### src/rtl/regfile_param.sv
// rtl/regfile_param.sv - W x NUM_REGS register file: r0 zero, tap registers r1..rNUM_TAPS, clear engine
// Optional feature: define REGFILE_BYPASS_EN to forward same-cycle writes to the read ports.
module regfile_param #(
  parameter int unsigned W        = 32,
  parameter int unsigned NUM_REGS = 32,
  parameter int unsigned AW       = 5,
  parameter int unsigned NUM_TAPS = 4,
  parameter int unsigned TSW      = 2
) (
  input  logic                  clock,
  input  logic                  ctrl_reset,
  input  logic                  ctrl_writeEnable,
  input  logic [AW-1:0]         ctrl_writeReg,
  input  logic [W-1:0]          data_writeReg,
  input  logic [AW-1:0]         ctrl_readRegA,
  input  logic [AW-1:0]         ctrl_readRegB,
  output logic [W-1:0]          data_readRegA,
  output logic [W-1:0]          data_readRegB,
  input  logic                  tap_writeEnable,
  input  logic [TSW-1:0]        tap_sel,
  input  logic [W-1:0]          tap_data,
  output logic [NUM_TAPS*W-1:0] taps_out,
  input  logic                  clr_req,
  output logic                  clr_busy,
  output logic                  clr_done,
  output logic                  wr_err
);

  localparam logic [AW-1:0] PTR_LAST = AW'(NUM_REGS - 1);

  typedef enum logic [1:0] {S_IDLE, S_CLEAR, S_DONE} state_e;

  state_e        state_q;
  logic [AW-1:0] ptr_q;
  logic          busy_q;
  logic          done_q;
  logic          wr_err_q;
  logic          wr_err_d;
  logic [W-1:0]  regs_q [NUM_REGS];
  logic [W-1:0]  regs_d [NUM_REGS];

  logic          core_wr_ok;
  logic          tap_wr_ok;
  logic [AW-1:0] tap_addr;

  assign core_wr_ok = ctrl_writeEnable && !busy_q && (32'(ctrl_writeReg) > NUM_TAPS);
  assign tap_wr_ok  = tap_writeEnable && (32'(tap_sel) < NUM_TAPS);
  assign tap_addr   = AW'(tap_sel) + AW'(1);
  // Writes to r0 vanish silently; tap-range or mid-clear writes are flagged.
  assign wr_err_d   = ctrl_writeEnable && (ctrl_writeReg != '0) &&
                      (busy_q || (32'(ctrl_writeReg) <= NUM_TAPS));

  always_comb begin
    regs_d = regs_q;
    if (state_q == S_CLEAR) regs_d[ptr_q] = '0;
    if (core_wr_ok)         regs_d[ctrl_writeReg] = data_writeReg;
    if (tap_wr_ok)          regs_d[tap_addr] = tap_data;
  end

  always_ff @(posedge clock or negedge ctrl_reset) begin
    if (!ctrl_reset) begin
      regs_q <= '{default: '0};
    end else begin
      regs_q <= regs_d;
    end
  end

  always_ff @(posedge clock or negedge ctrl_reset) begin
    if (!ctrl_reset) begin
      wr_err_q <= 1'b0;
    end else begin
      wr_err_q <= wr_err_d;
    end
  end

  always_ff @(posedge clock or negedge ctrl_reset) begin
    if (!ctrl_reset) begin
      state_q <= S_IDLE;
      ptr_q   <= '0;
      busy_q  <= 1'b0;
      done_q  <= 1'b0;
    end else begin
      done_q <= 1'b0;
      case (state_q)
        S_IDLE: begin
          if (clr_req) begin
            state_q <= S_CLEAR;
            ptr_q   <= AW'(1);
            busy_q  <= 1'b1;
          end
        end
        S_CLEAR: begin
          ptr_q <= ptr_q + AW'(1);
          if (ptr_q == PTR_LAST) begin
            state_q <= S_DONE;
            busy_q  <= 1'b0;
            done_q  <= 1'b1;
          end
        end
        S_DONE:  state_q <= S_IDLE;
        default: state_q <= S_IDLE;
      endcase
    end
  end

  always_comb begin
    data_readRegA = regs_q[ctrl_readRegA];
`ifdef REGFILE_BYPASS_EN
    if (core_wr_ok && (ctrl_readRegA == ctrl_writeReg)) data_readRegA = data_writeReg;
    if (tap_wr_ok && (ctrl_readRegA == tap_addr))       data_readRegA = tap_data;
`else
`endif
    if (ctrl_readRegA == '0) data_readRegA = '0;
  end

  always_comb begin
    data_readRegB = regs_q[ctrl_readRegB];
`ifdef REGFILE_BYPASS_EN
    if (core_wr_ok && (ctrl_readRegB == ctrl_writeReg)) data_readRegB = data_writeReg;
    if (tap_wr_ok && (ctrl_readRegB == tap_addr))       data_readRegB = tap_data;
`else
`endif
    if (ctrl_readRegB == '0) data_readRegB = '0;
  end

  for (genvar g = 0; g < NUM_TAPS; g++) begin : g_tap
    assign taps_out[g*W +: W] = regs_q[g+1];
  end

  assign clr_busy = busy_q;
  assign clr_done = done_q;
  assign wr_err   = wr_err_q;

endmodule
### config.mk
export PLATFORM = sky130hd
export DESIGN_NAME = regfile_param
export DESIGN_NICKNAME = d
export VERILOG_FILES = /design/src/rtl/regfile_param.sv
export SDC_FILE = /design/constraint.sdc
export NUM_CORES = 2
export LEC_CHECK = 0
export CAP_MARGIN = 20
export CORE_MARGIN = 3
export CORE_UTILIZATION = 55
export DETAILED_ROUTE_END_ITERATION = 16
export PLACE_DENSITY = 0.74
export SYNTH_ARGS = -nofsm -noshare
export SYNTH_HDL_FRONTEND = slang
export SYNTH_SLANG_ARGS = --single-unit
### constraint.sdc
create_clock -name clock -period 2.5 [get_ports clock]
set_input_delay 0.5 -clock clock [delete_from_list [all_inputs] [get_ports clock]]
set_output_delay 0.5 -clock clock [all_outputs]
set_load 0.01 [all_outputs]
==> results.py <==
metrics = {
    "timing": {
        "report.final.setup_viol": 64,
        "fin_crit_sh": 1.29,
        "fin_crit_ns": 3.22,
        "tightestPinTransition_ns": 0.799,
        "drv_slew": 0,
        "rsz0062_at_grt": "true",
        "final.setup_skew_ns": 0.0314,
        "slew_headroom": 0.466,
        "hold_viol": 0,
        "fin_ws_ns": -0.723,
        "max_freq_mhz": 310,
    },
    "synthesis": {
        "ys_warn_count": 0,
        "netlist_area_mm2": 0.0573,
        "synth_edf_count": 0,
        "synth.distinct_cells": 50,
        "synth-async-reset-ratio": 1.00,
        "synth_seq_cells": 1034,
        "synthCells": 5204,
        "yosysSeqAreaShare": 0.452,
        "synth.avg_cell_area_um2": 11.0,
        "synth-main-ff-cell": "dfrtp_1",
        "syn-num-nets": 5301,
    },
    "worst_hold_path": {
        "hold_path_class": "in -> async",
    },
    "outcome": {
        "violations": "DRC, setup timing",
        "status": "complete, but fails checks",
    },
    "worst_setup_path": {
        "cpLargestDelayFamily": "multiplexers",
        "end_kind": "output pin",
        "timing_worst_setup_path_type": "reg -> out",
        "critPathBufInv": 2,
        "crit_fanout": 3,
        "startpoint_type": "flop",
        "required_ns": 2.00,
        "cp_slowest_cell": "mux4_2",
        "worstPathArrival_ns": 2.72,
        "cpPeakStageDelay_ns": 0.49,
        "crit_chain": "mux4_2, nor2b_4, a211oi_4, buf_4, a311oi_2, buf_2",
    },
    "cts": {
        "clock_sinks": 1034,
        "clkLatencyLatePin_ns": 0.75,
        "clkTransAtPathRegs_ns": 0.06,
        "cts_buffers": 107,
        "cts_tree": "built",
        "clk_path_buf_depth": 3,
        "cts_htree_levels": 3,
        "clockRootBuffer": "clkbuf_16",
    },
    "route": {
        "vias": 54500,
        "route.met2.wl_mm": 102,
        "routed_wl_mm": 245,
        "post-route-drc-count": 2,
        "wl_met3_mm": 42.0,
        "drtIter0Drc": 9333,
        "wl_per_cell_um": 33.3,
        "dr.max_layer_used": "met5",
        "post_drt_via_cell_ratio": 7.41,
        "dr.pass1.iters": 14,
        "wl_met1_mm": 80.3,
        "postRouteAntennaNets": 0,
    },
    "cells_and_area": {
        "nFillCells": 6302,
        "fin_nets": 5995,
        "final_cell_count_no_fill": 7363,
        "stdcell_area_mm2": 0.0747,
        "area_growth_pct": 30.4,
        "drive_above_1_share": 0.353,
        "mostFrequentLayoutCells": "nand2_1 (1094), dfrtp_1 (1033), buf_4 (791)",
        "final_common_cell": "nand2_1",
    },
    "floorplanning": {
        "chipWidth_um": 329,
        "core_area_mm2": 0.103,
        "io_pins": 281,
        "dieArea_mm2": 0.108,
        "dieHeight_um": 329,
        "fp-row-count": 117,
        "initial_utilization": 0.558,
    },
    "pwr": {
        "p_clk_frac": 0.227,
        "p_per_area_mw_per_mm2": 1020,
        "combPwrFrac": 0.393,
        "power_w": 0.0763,
        "p_leak_nw": 32.9,
        "peakVddDrop_uv": 862,
        "switching_share": 0.354,
        "power_frac_seq": 0.380,
        "p_int_w": 0.0493,
        "switching_power_w": 0.0270,
    },
    "global_routing": {
        "gr-total-overflow": 0,
        "grt.total_usage": 0.444,
        "first_global_vias": 54000,
        "grt_max_degree": 107,
        "grt_first_pass_wirelength_mm": 353,
        "antenna_found_initial": 12,
    },
    "place": {
        "place_congestion": 1.01,
        "hpwl_mm": 160,
        "dp.cells": 7067,
        "portBuffers": 280,
        "dpl-instance-area_mm2": 0.0678,
        "pre_cts_slack_ns": -1.32,
    },
    "flow_run": {
        "drv_cap": 0,
    },
}
-- cells by family after synthesis --
group                    share of synthesized area
multiplexers                                 0.212
AO/OA/AOI/OAI                                0.180
flip-flops                                   0.452
buffers and inverters                       0.0619
AND/OR/NAND/NOR                             0.0926
adder cells (fa/ha/maj)                    0.00240
-- registers in the layout, indices dropped and copies added (netlist names) --
signal    flops
clr_busy      1
clr_done      1
ptr_q         5
regs_q      896
state_q       2
taps_out    128
wr_err        1
-- through the flow --
| stage | hold WS [ns] | TNS, ns | util |
|---|---|---|---|
| floorplan | 0.204 | 0 | - |
| global placement | 0.458 | -70.57 | 0.661 |
| detailed placement | 0.459 | -72.71 | 0.661 |
| CTS | 0.286 | -28.44 | 0.719 |
| global route | 0.328 | -31.31 | 0.728 |
| finish | 0.298 | -31.23 | 0.728 |
-- routing by layer --
| layer | vias to the layer above | track usage |
|---|---|---|
| li1 | 20600 | - |
| met1 | 26500 | 0.549 |
| met2 | 5862 | 0.621 |
| met3 | 1578 | 0.205 |
| met4 | 16 | 0.298 |
| met5 | - | 0.00589 |
-- power by group through the flow --
| stage | sequential [W] | combinational [W] | clock (W) |
|---|---|---|---|
| after global routing | 0.0293 | 0.0313 | 0.0179 |
| after CTS | 0.0283 | 0.0281 | 0.0172 |
| after detailed placement | 0.0285 | 0.0264 | 0 |
| final | 0.0290 | 0.0300 | 0.0173 |
| after floorplan | 0.0267 | 0.0154 | 0 |
| after global placement | 0.0281 | 0.0255 | 0 |
-- final timing paths --
kind                                    from                end  slack (ns)  depth (start not counted)
worst max-delay path            regs_q[1006]  data_readRegB[14]       -0.72                          6
worst min-delay path              ctrl_reset        regs_q[760]        0.30                          2
worst max register to register      ptr_q[0]        regs_q[255]        0.20                          7
worst min register to register   regs_q[821]        regs_q[821]        0.51                          1
max in group asynchronous         ctrl_reset       taps_out[40]        1.19                          3
min in group clock              tap_data[18]        regs_q[850]        0.50                          4
-- cell type report --
cell class,count,area (µm²),area share
clock inverters,46,628,0.00841
diodes,10,25.0,0.000335
inverters,8,31.3,0.000419
clock buffers,150,3100,0.0415
well taps,1368,1710,0.0229
repair buffers,1321,13100,0.175
multi-input cells,3426,30200,0.405
flip-flops and latches,1034,25900,0.346
-- Yosys cell counts, types with 8 or more instances --
library cell	instances	share of area
dfrtp_1	1034	0.45
mux2_2	65	0.013
a21o_1	33	0.0043
inv_1	8	0.00052
a311oi_1	65	0.0099
a221o_1	32	0.0056
a21oi_1	9	0.00079
a22oi_1	96	0.013
o21ai_1	115	0.010
buf_2	98	0.0086
ha_1	11	0.0024
a22o_1	452	0.069
a211oi_1	64	0.0084
clkbuf_1	456	0.030
and3_1	35	0.0038
o2111ai_1	17	0.0026
a221oi_1	47	0.0072
nand3_1	10	0.00087
buf_1	21	0.0014
and2_1	9	0.00098
mux2i_1	130	0.023
mux4_2	448	0.18
nor2b_1	69	0.0075
o21ai_0	544	0.048
buf_4	153	0.020
nor2_1	31	0.0020
nand2_1	1098	0.072
-- what timing repair did --
action                                  in CTS  in global routing
cloned                                       8                  4
pin swaps                                   87                 47
buffers inserted                            73                 36
resized for setup                          671                146
hold buffers                                 1                  0
endpoints found under the setup margin      64                 64
endpoints found under the hold margin       23                  0
Note: power is estimated with default switching activity, not from simulation.
